$ cat src/rtl/midi_preset_ctrl.sv
// Preset engine for the MIDI pedal: loads BUTTONS_CNT slots from SPI flash,
// learns captured MIDI commands into slots, saves the table and plays slots back.
module midi_preset_ctrl #(
    parameter int unsigned BUTTONS_CNT = 4,
    parameter logic [23:0] MEMADDR     = 24'h1ffd80,
    parameter int unsigned MAX_RETRY   = 3,
    parameter int unsigned FORCE_CH    = 0,
    parameter int unsigned IW          = $clog2(BUTTONS_CNT + 1)
) (
    input  logic          clk,
    input  logic          rst,
    input  logic [IW-1:0] btn_index,
    input  logic          save_mode,
    input  logic          learn_valid,
    input  logic [7:0]    status_in,
    input  logic [7:0]    data1_in,
    input  logic [7:0]    data2_in,
    input  logic [1:0]    bytes_cnt_in,
    input  logic          save_req,
    output logic [7:0]    status,
    output logic [7:0]    data1,
    output logic [7:0]    data2,
    output logic [7:0]    cmd_bits_cnt,
    output logic          cmd_trigger_out,
    output logic [23:0]   spi_adr_o,
    output logic [31:0]   spi_dat_o,
    output logic          spi_we_o,
    output logic          spi_stb_o,
    output logic          spi_tga_o,
    input  logic [31:0]   spi_dat_i,
    input  logic          spi_ack_i,
    input  logic          spi_rty_i,
    output logic          busy,
    output logic          loaded,
    output logic          fail
);

    localparam int unsigned RW = (MAX_RETRY > 1) ? $clog2(MAX_RETRY + 1) : 1;

    typedef enum logic [2:0] {
        LOAD_REQ, LOAD_WAIT, IDLE, ERASE_REQ, ERASE_WAIT, WRITE_REQ, WRITE_WAIT, FAIL
    } state_t;

    state_t          state, state_d, retry_st;
    logic [IW-1:0]   idx, idx_d;
    logic [RW-1:0]   retry, retry_d;
    logic            stb_d, we_d, tga_d, loaded_d, fail_d;
    logic [23:0]     adr_d;
    logic [31:0]     dat_d;
    logic            load_wr_c, save_go_c, rty_hit_c;

    logic [31:0]        slot_mem [0:BUTTONS_CNT];
    logic [BUTTONS_CNT:0] valid;
    logic               dirty;
    logic [IW-1:0]      btn_prev;

    logic        btn_in_range_c, learn_ok_c, play_c, word_ok_c;
    logic [23:0] slot_adr_c;
    logic [31:0] play_word_c;
    logic [7:0]  bits_c;

    assign btn_in_range_c = (btn_index != '0) && (32'(btn_index) <= BUTTONS_CNT);
    assign learn_ok_c     = learn_valid && save_mode && btn_in_range_c && (bytes_cnt_in != 2'd0)
                            && (state != LOAD_REQ) && (state != LOAD_WAIT);
    assign play_c         = (btn_index != btn_prev) && btn_in_range_c && !save_mode && valid[btn_index];
    assign play_word_c    = slot_mem[btn_index];
    assign bits_c         = spi_dat_i[7:0];
    assign word_ok_c      = (spi_dat_i != 32'hFFFF_FFFF) && spi_dat_i[31]
                            && ((bits_c == 8'd10) || (bits_c == 8'd20) || (bits_c == 8'd30));
    assign slot_adr_c     = MEMADDR + 24'({idx, 2'b00}) - 24'd4;

    always_ff @(posedge clk) begin
        if (!rst) begin
            state     <= LOAD_REQ;
            idx       <= IW'(1);
            retry     <= '0;
            spi_stb_o <= 1'b0;
            spi_we_o  <= 1'b0;
            spi_tga_o <= 1'b0;
            spi_adr_o <= '0;
            spi_dat_o <= '0;
            busy      <= 1'b0;
            loaded    <= 1'b0;
            fail      <= 1'b0;
        end else begin
            state     <= state_d;
            idx       <= idx_d;
            retry     <= retry_d;
            spi_stb_o <= stb_d;
            spi_we_o  <= we_d;
            spi_tga_o <= tga_d;
            spi_adr_o <= adr_d;
            spi_dat_o <= dat_d;
            busy      <= (state_d != IDLE) && (state_d != FAIL);
            loaded    <= loaded_d;
            fail      <= fail_d;
        end
    end

    // Flash sequencer: request, wait for ack/rty, and hold off until ack releases.
    always_comb begin
        state_d   = state;
        idx_d     = idx;
        retry_d   = retry;
        stb_d     = spi_stb_o;
        we_d      = spi_we_o;
        tga_d     = spi_tga_o;
        adr_d     = spi_adr_o;
        dat_d     = spi_dat_o;
        loaded_d  = loaded;
        fail_d    = fail;
        load_wr_c = 1'b0;
        save_go_c = 1'b0;
        rty_hit_c = 1'b0;
        retry_st  = state;
        case (state)
            LOAD_REQ: if (!spi_ack_i) begin
                stb_d = 1'b1; we_d = 1'b0; tga_d = 1'b0; adr_d = slot_adr_c;
                state_d = LOAD_WAIT;
            end
            LOAD_WAIT: if (spi_ack_i) begin
                stb_d = 1'b0; retry_d = '0; load_wr_c = 1'b1;
                if (idx == IW'(BUTTONS_CNT)) begin
                    loaded_d = 1'b1; state_d = IDLE;
                end else begin
                    idx_d = idx + IW'(1); state_d = LOAD_REQ;
                end
            end else if (spi_rty_i) begin
                rty_hit_c = 1'b1; retry_st = LOAD_REQ;
            end
            IDLE: if (save_req && (dirty || learn_ok_c)) begin
                save_go_c = 1'b1; state_d = ERASE_REQ;
            end
            ERASE_REQ: if (!spi_ack_i) begin
                stb_d = 1'b1; we_d = 1'b1; tga_d = 1'b1; adr_d = MEMADDR;
                state_d = ERASE_WAIT;
            end
            ERASE_WAIT: if (spi_ack_i) begin
                stb_d = 1'b0; retry_d = '0; idx_d = IW'(1); state_d = WRITE_REQ;
            end else if (spi_rty_i) begin
                rty_hit_c = 1'b1; retry_st = ERASE_REQ;
            end
            WRITE_REQ: if (!spi_ack_i) begin
                stb_d = 1'b1; we_d = 1'b1; tga_d = 1'b0; adr_d = slot_adr_c;
                dat_d = valid[idx] ? slot_mem[idx] : 32'hFFFF_FFFF;
                state_d = WRITE_WAIT;
            end
            WRITE_WAIT: if (spi_ack_i) begin
                stb_d = 1'b0; retry_d = '0;
                if (idx == IW'(BUTTONS_CNT)) begin
                    state_d = IDLE;
                end else begin
                    idx_d = idx + IW'(1); state_d = WRITE_REQ;
                end
            end else if (spi_rty_i) begin
                rty_hit_c = 1'b1; retry_st = WRITE_REQ;
            end
            default: ;
        endcase
        if (rty_hit_c) begin
            stb_d = 1'b0;
            if (32'(retry) + 32'd1 >= MAX_RETRY) begin
                fail_d = 1'b1; state_d = FAIL;
            end else begin
                retry_d = retry + RW'(1); state_d = retry_st;
            end
        end
    end

    // Slot table, validity, dirty flag and playback registers.
    always_ff @(posedge clk) begin
        if (!rst) begin
            valid           <= '0;
            dirty           <= 1'b0;
            btn_prev        <= '0;
            status          <= '0;
            data1           <= '0;
            data2           <= '0;
            cmd_bits_cnt    <= '0;
            cmd_trigger_out <= 1'b0;
        end else begin
            btn_prev        <= btn_index;
            cmd_trigger_out <= play_c;
            if (play_c) begin
                status       <= (FORCE_CH == 0) ? play_word_c[31:24]
                                                : {play_word_c[31:28], 4'(FORCE_CH - 1)};
                data1        <= play_word_c[23:16];
                data2        <= play_word_c[15:8];
                cmd_bits_cnt <= play_word_c[7:0];
            end
            if (load_wr_c)  valid[idx]       <= word_ok_c;
            if (learn_ok_c) valid[btn_index] <= 1'b1;
            if (save_go_c)       dirty <= 1'b0;
            else if (learn_ok_c) dirty <= 1'b1;
        end
    end

    always_ff @(posedge clk) begin
        if (load_wr_c && word_ok_c) slot_mem[idx] <= spi_dat_i;
        if (learn_ok_c) slot_mem[btn_index] <= {status_in, data1_in, data2_in, 8'(bytes_cnt_in) * 8'd10};
    end

endmodule

$ cat config.mk
export PLATFORM = sky130hd
export DESIGN_NAME = midi_preset_ctrl
export DESIGN_NICKNAME = d
export VERILOG_FILES = /design/src/rtl/midi_preset_ctrl.sv
export SDC_FILE = /design/constraint.sdc
export NUM_CORES = 1
export LEC_CHECK = 0
export ABC_CLOCK_PERIOD_IN_PS = 7350
export CAP_MARGIN = 20
export CORE_MARGIN = 4
export CORE_UTILIZATION = 55
export DETAILED_ROUTE_END_ITERATION = 16
export GPL_TIMING_DRIVEN = 0
export HOLD_SLACK_MARGIN = 0.05
export PLACE_DENSITY = 0.8
export RECOVER_POWER = 25
export SLEW_MARGIN = 20
export SYNTH_ARGS = -nofsm -noshare
export SYNTH_HDL_FRONTEND = slang
export SYNTH_SLANG_ARGS = --single-unit
export TNS_END_PERCENT = 100
$ cat constraint.sdc
create_clock -name clk -period 7.35 [get_ports clk]
set_clock_uncertainty 0.15 [all_clocks]
set_input_delay 1.47 -clock clk [delete_from_list [all_inputs] [get_ports clk]]
set_output_delay 1.47 -clock clk [all_outputs]
set_load 0.05 [all_outputs]
* After elaboration in Yosys (flattened, before gate mapping)
Memory sizes are Yosys's and may differ from the RTL's. A register that Yosys moved wholly into a read port is not among the register bits.
Cells that the tools add are included.
** Cells by class
- Add/sub/neg operators :: 5
- Multiply operators :: 1
- Magnitude comparators :: 6
- Equality and inequality tests :: 24
- Muxes and demuxes :: 65
- Bitwise operators :: 3
- Reductions and logical operators :: 44
** Operator list (number)
- $mux 3 :: 22
- $mux 32 :: 2
- $mux 24 :: 2
- $pmux 24 s2 :: 1
- $ne 32x32->1 const B :: 1
- $reduce_or 32->1 :: 1
- $sub 22x3->23 const B :: 1
- $add 21x5->22 const A :: 1
- $pmux 3 s7 :: 1
- $mux 1 :: 19
- $eq 8x5->1 const B :: 2
- $logic_and 1x1->1 :: 16
- $mux 5 :: 3
- $ne 2x2->1 const B :: 7
- $eq 3x3->1 const B :: 4
- $reduce_and 3->1 :: 4
- $mux 2 :: 5
- $reduce_bool 2->1 :: 5
- $reduce_or 2->1 :: 5
- $pmux 3 s3 :: 1
- $eq 8x4->1 const B :: 1
- $lt 3x4->1 const B :: 2
- $bmux 1 s3 :: 2
- $demux 1 s3 :: 2
- other kinds (26) :: 38
** Word-level totals
- Bits in registers :: 80
- RAM bits :: 160
- Input bits :: 68
- Output and inout bits :: 95
- Memories kept :: 1
** Memories
- slot_mem :: words 5, width 32, read ports 2, clocked after memory_dff 2, wr ports 1, line 52 : logic [31:0] slot_mem [0:BUTTONS_CNT];

* Longest topological paths before layout
Gate-level depths: netlist of run 1.
- Depth after elaboration :: 13
- Gate-level depth with buffers :: 8
- Gate-level depth less buffers :: 7

* Least setup slack after synthesis of run 1
OpenSTA, ideal clock, no wires.
- Path kind :: in2reg
- Start point :: in btn_index[0]
- End point :: mem slot_mem[2][0] (enable)
- Setup time :: 0.421 ns
- Arrival time :: 3.921 ns
- Required time :: 6.779 ns
- Path slack :: 2.858 ns
- Cell stages on the path :: 6
- Buffers on the path :: 2
- Cells stage by stage :: buf_4 o21a_1 nor4_2 buf_2 a22oi_1 nor2_1
** Between the ends
- Cells in the longest elaborated chain, start to end :: 10
- Elaborated cells between the ends (all ways) :: 12
- Those cells by class :: order compare: 1; mux: 4; reduce/logical: 7
** Ends and longest elaborated chain
- start, declared :: line 12 : input logic [IW-1:0] btn_index,
- $le 3x3->1 / $reduce_bool 3->1 (equally long branches) :: line 62 : assign btn_in_range_c = (btn_index != '0) && (32'(btn_index) <= BUTTONS_CNT);
- $logic_and 1x1->1 :: line 62
- $logic_and 1x1->1 (2 in series) :: line 63 : assign learn_ok_c = learn_valid && save_mode && btn_in_range_c && (bytes_cnt_in != 2'd0)
- $logic_and 1x1->1 (2 in series) :: line 64 : && (state != LOAD_REQ) && (state != LOAD_WAIT);
- $mux 1 :: line 200 : if (learn_ok_c) slot_mem[btn_index] <= {status_in, data1_in, data2_in, 8'(bytes_cnt_in) * 8'd10};
- $mux 1 (not written as such) :: line 200
- $reduce_or 32->1 (no source line)
- $mux 3 (no source line) / $mux 1 (equally long branches)
- end, declared :: line 52
Several ways; a longest one is shown, not always the timed one.

* Worst setup path after layout of run 1
- Start point :: in save_mode
- End point :: mem slot_mem[2][23] (enable)
** Between the ends
- Cells in the longest elaborated chain, start to end :: 9
- Elaborated cells between the ends (all ways) :: 10
- Those cells by class :: mux: 4; reduce/logical: 6
** Ends and longest elaborated chain
- start, declared :: line 13 : input logic save_mode,
- $logic_and 1x1->1 (*) (3 in series) :: line 63
- $logic_and 1x1->1 (*) (2 in series) :: line 64
- $mux 1 (*) :: line 200
- $mux 1 (not written as such) (*) :: line 200
- $reduce_or 32->1 (no source line)
- $mux 3 (no source line) / $mux 1 (equally long branches)
Every way passes the cells marked *; elsewhere a longest branch is shown, timed or not.

==> flow_summary_export.csv, run 1 <==
group,metric,value,unit
synthesis,synth-simple-area-share,6.185,%
synthesis,ys_warn_count,0,
synthesis,async_reset_ff_share,0,%
floorplan,core,20490,sq um
power_and_ir_drop,p_leak,5.372,nW
sta,hold_viol,0,
layout,num-fill-cells,1427,
power_and_ir_drop,combPwrFrac,8.9,%
placed_design,place_congestion,0.9167,
floorplan,dieArea,23460,sq um
layout,n_antenna_cell,0,
clock_tree,worstSkewPairLatency,0.53,ns
clock_tree,post_cts_buffers,0,
route,avgViaCountPerCell,6.128,
layout,layout.nets,1070,
global_routing,first_global_vias,8062,
sta,tns,0,ns
synthesis,synth_compound_area_share,9.271,%
sta,layout_setup_ws,2.519,ns
synthesis,synthAdderAreaFrac,0.4317,%
synthesis,synth_cell_types,60,
layout,syn_to_final_growth,24.69,%
route,drtIter0Drc,684,
setup_path,regToRegStartpoint,"state[2]",
synthesis,ys.flop_type,"edfxtp_1",
job,maxCapViolCount,0,
power_and_ir_drop,internal_power,2.415,mW
global_routing,grt_use_total,24.59,%
placed_design,dp_slack,2.155,ns
clock_tree,cts_tree,"yes",
synthesis,syn_area,11590,sq um
power_and_ir_drop,switching_share,22.79,%
sta,maxSlewHeadroom,23.15,%
placed_design,dp_hpwl,20060,microns
layout,layout-drive-gt1-share,17.98,%
setup_path,end_kind,"flop",
synthesis,yosys.area.top_type,"edfxtp_1",
global_routing,grt_remaining_overflow,0,
clock_tree,cts_max_level,1,
sta,rsz0062_at_grt,"false",
synthesis,muxShareOfSynthArea,21.23,%
setup_path,cpLargestDelayFamily,"simple AND/OR/NAND/NOR gates",
placed_design,portBuffers,151,
synthesis,postSynthCellCount,809,
min_path,min_path_type,"flop to flop",
sta,hold_slack,0.3231,ns
power_and_ir_drop,seq_power_share,49.6,%
clock_tree,ctsHoldBuffers,0,
setup_path,critPathMaxFanout,18,
setup_path,path_buf_inv,3,
power_and_ir_drop,finalPower,3.127,mW
floorplan,die_h,153.2,microns
synthesis,seq_area_frac_synth,58.37,%
setup_path,worstSetupPathType,"primary input to flop",
clock_tree,path_clk_slew,0.06,ns
setup_path,required,7.43,ns
route,routedWlPerCell,22.94,microns
floorplan,rows,52,
route,wirelength,29550,microns
floorplan,ios,163,
status,outcome,"finished clean",
sta,fin_crit_sh,65.72,%
clock_tree,numClockSinks,258,
min_path,hp-start,"spi_adr_o[5]",
global_routing,grt_start_max_net_pins,23,
route,dr.pass1.iters,5,
sta,timing.fmax,207.0,MHz
setup_path,worstPathCellList,"dlygate4sd3_1 > o211ai_1 > nor4_2 > buf_2 > a22oi_1 > nor2_4 > buf_16",
sta,slew_viol_final,0,
synthesis,synth_top_family_by_area,"multiplexers",
clock_tree,clk_path_buf_depth,3,
synthesis,synth_top_area_share,41.45,%
synthesis,avgSynthCellArea,14.33,sq um
setup_path,slowest_delay,1.02,ns
route,via_count,7893,
sta,setup_viol,0,
power_and_ir_drop,vdd_drop_max,0.1517,mV
synthesis,synth_edf_count,160,
setup_path,cpMaxStageDelayCell,"nor4_2",
route,drcViolationCount,0,
synthesis,synth_xor_area_share,0.6044,%
setup_path,worstPathArrival,4.91,ns
synthesis,synth.area.top_cells,"edfxtp_1, dfxtp_1, mux4_2, mux2i_1, o211a_1",
clock_tree,cts_buffers,26,
floorplan,die_w,153.2,microns
setup_path,startpoint,"save_mode",
power_and_ir_drop,switching_power,712.8,uW
clock_tree,cts_resized,0,
floorplan,start_util,56.56,%
power_and_ir_drop,p_clk_share,41.4,%
global_routing,grt_pass1_wl,45510,microns
sta,worst_pin_slew,1.143,ns
global_routing,antenna_found_initial,0,
setup_path,start_kind,"primary input",
clock_tree,root_buffer,"clkbuf_16",
power_and_ir_drop,powerDensity,216.4,nW/um^2
route,final_antenna_net_count,0,
sta,fin_crit,4.831,ns
synthesis,ys_seq_elements,258,
## per-stage QoR
step	instances	cell area, sq um	util (%)
after global placement	1235	13460	65.68
after global routing	1288	14460	70.53
after detailed placement	1240	13630	66.53
after floorplan	814	11610	-
final	1288	14460	70.53
after CTS	1288	14480	70.66
## cell usage after synthesis, drive strengths merged, types with 8 or more instances
cell type,n
nand3,44
mux2i,67
nor2b,17
mux4,65
nand2,14
edfxtp,160
a21oi,45
clkbuf,36
o211a,33
nor2,22
dfxtp,98
o21ai,38
mux2,29
a21boi,8
buf,46
## power groups by stage
stage / logic, mW / clock network (mW) / registers (mW)
after CTS: 0.282 / 1.30 / 1.55
after detailed placement: 0.280 / 0 / 1.58
after floorplan: 0.156 / 0 / 1.61
final: 0.280 / 1.30 / 1.55
after global routing: 0.297 / 1.37 / 1.55
after global placement: 0.275 / 0 / 1.58
## worst paths after layout
kind                          end  slack [ns]  cells past startpoint
hold / removal       spi_adr_o[5]        0.32                      2
setup reg to reg  slot_mem[2][23]        3.65                      6
setup / recovery  slot_mem[2][23]        2.52                      7
hold reg to reg      spi_adr_o[5]        0.32                      2
## per-layer routing
layer	part of all wire, %	track usage (%)
met5	0	0
met4	2.5	6.364
met3	8.9	4.043
met2	50	41.69
met1	39	33.44
## kinds of logic after synthesis
kind of cell | count (synthesis)
AOI/OAI and AO/OA | 156
other | 1
and+or+nand+nor | 132
adders and majority gates | 4
muxes | 161
xor gates and xnor gates | 8
buffers and inverters | 89
DFF | 258
## cell usage in the layout (no fill, tap or decap), types with 5 or more instances in the layout
cell type | synthesis | final
clkbuf_1 | 36 | 46
o21ai_0 | 38 | 38
nand3_1 | 44 | 44
o211a_1 | 33 | 33
dlygate4sd3_1 | 0 | 33
buf_1 | 7 | 5
mux2_2 | 29 | 29
a21boi_0 | 5 | 8
nor2_1 | 22 | 18
dfxtp_1 | 98 | 98
a22oi_1 | 5 | 5
a21oi_1 | 45 | 45
conb_1 | 1 | 6
mux2i_1 | 67 | 67
buf_4 | 19 | 18
nand2_1 | 14 | 14
inv_1 | 7 | 7
nor2b_1 | 17 | 17
mux4_2 | 65 | 65
clkdlybuf4s50_1 | 0 | 118
edfxtp_1 | 160 | 160
clkbuf_16 | 0 | 27
clkinv_1 | 0 | 5
and3_1 | 5 | 5
buf_2 | 17 | 17
## worst min-delay path: stages, from the launching register on
cell and delay [ns]:
dfxtp_1 0.31, nand2_1 0.05, a21boi_0 0.06
## sequential cells by signal, indices dropped and copies added (netlist names), 5 cells and up, named ones only
| name | count |
|---|---|
| status | 8 |
| data1 | 8 |
| cmd_bits_cnt | 8 |
| valid | 5 |
| spi_adr_o | 7 |
| data2 | 8 |
| slot_mem | 160 |
| spi_dat_o | 32 |
## cell type report
| class | instances | area (sq um) | share of cell area [%] |
|---|---|---|---|
| sequential | 258 | 6766 | 46.81 |
| multi-input combinational | 467 | 4439 | 30.71 |
| timing repair buffer | 156 | 1642 | 11.36 |
| clock buffer | 35 | 745.7 | 5.159 |
| buffer | 82 | 396.6 | 2.744 |
| tap | 270 | 337.8 | 2.337 |
| clock inverter | 13 | 101.3 | 0.7011 |
| inverter | 7 | 26.28 | 0.1818 |
No activity file was read; power rests on OpenSTA's default activity.
==> inputs of run 2 (changes only) <==
--- a/config.mk
+++ b/config.mk
@@ -5,7 +5,7 @@
 export SDC_FILE = /design/constraint.sdc
 export NUM_CORES = 1
 export LEC_CHECK = 0
-export ABC_CLOCK_PERIOD_IN_PS = 7350
+export ABC_CLOCK_PERIOD_IN_PS = 4700
 export CAP_MARGIN = 20
 export CORE_MARGIN = 4
 export CORE_UTILIZATION = 55
==> constraint.sdc (replaced) <==
create_clock -name clk -period 4.7 [get_ports clk]
set_clock_uncertainty 0.15 [all_clocks]
set_input_delay 0.94 -clock clk [delete_from_list [all_inputs] [get_ports clk]]
set_output_delay 0.94 -clock clk [all_outputs]
set_load 0.05 [all_outputs]
==> results of run 2 <==
Same layout as run 1 (identical final DEF). Status: finished clean.
Among the figures that moved: setup slack after placement 2.155 ns -> 0.03451 ns; setup slack after layout 2.519 ns -> 0.3993 ns; register-to-register setup slack 3.65 ns -> 1.00 ns; total power 3.127 mW -> 4.891 mW; worst IR drop on VDD 0.1517 mV -> 0.2372 mV
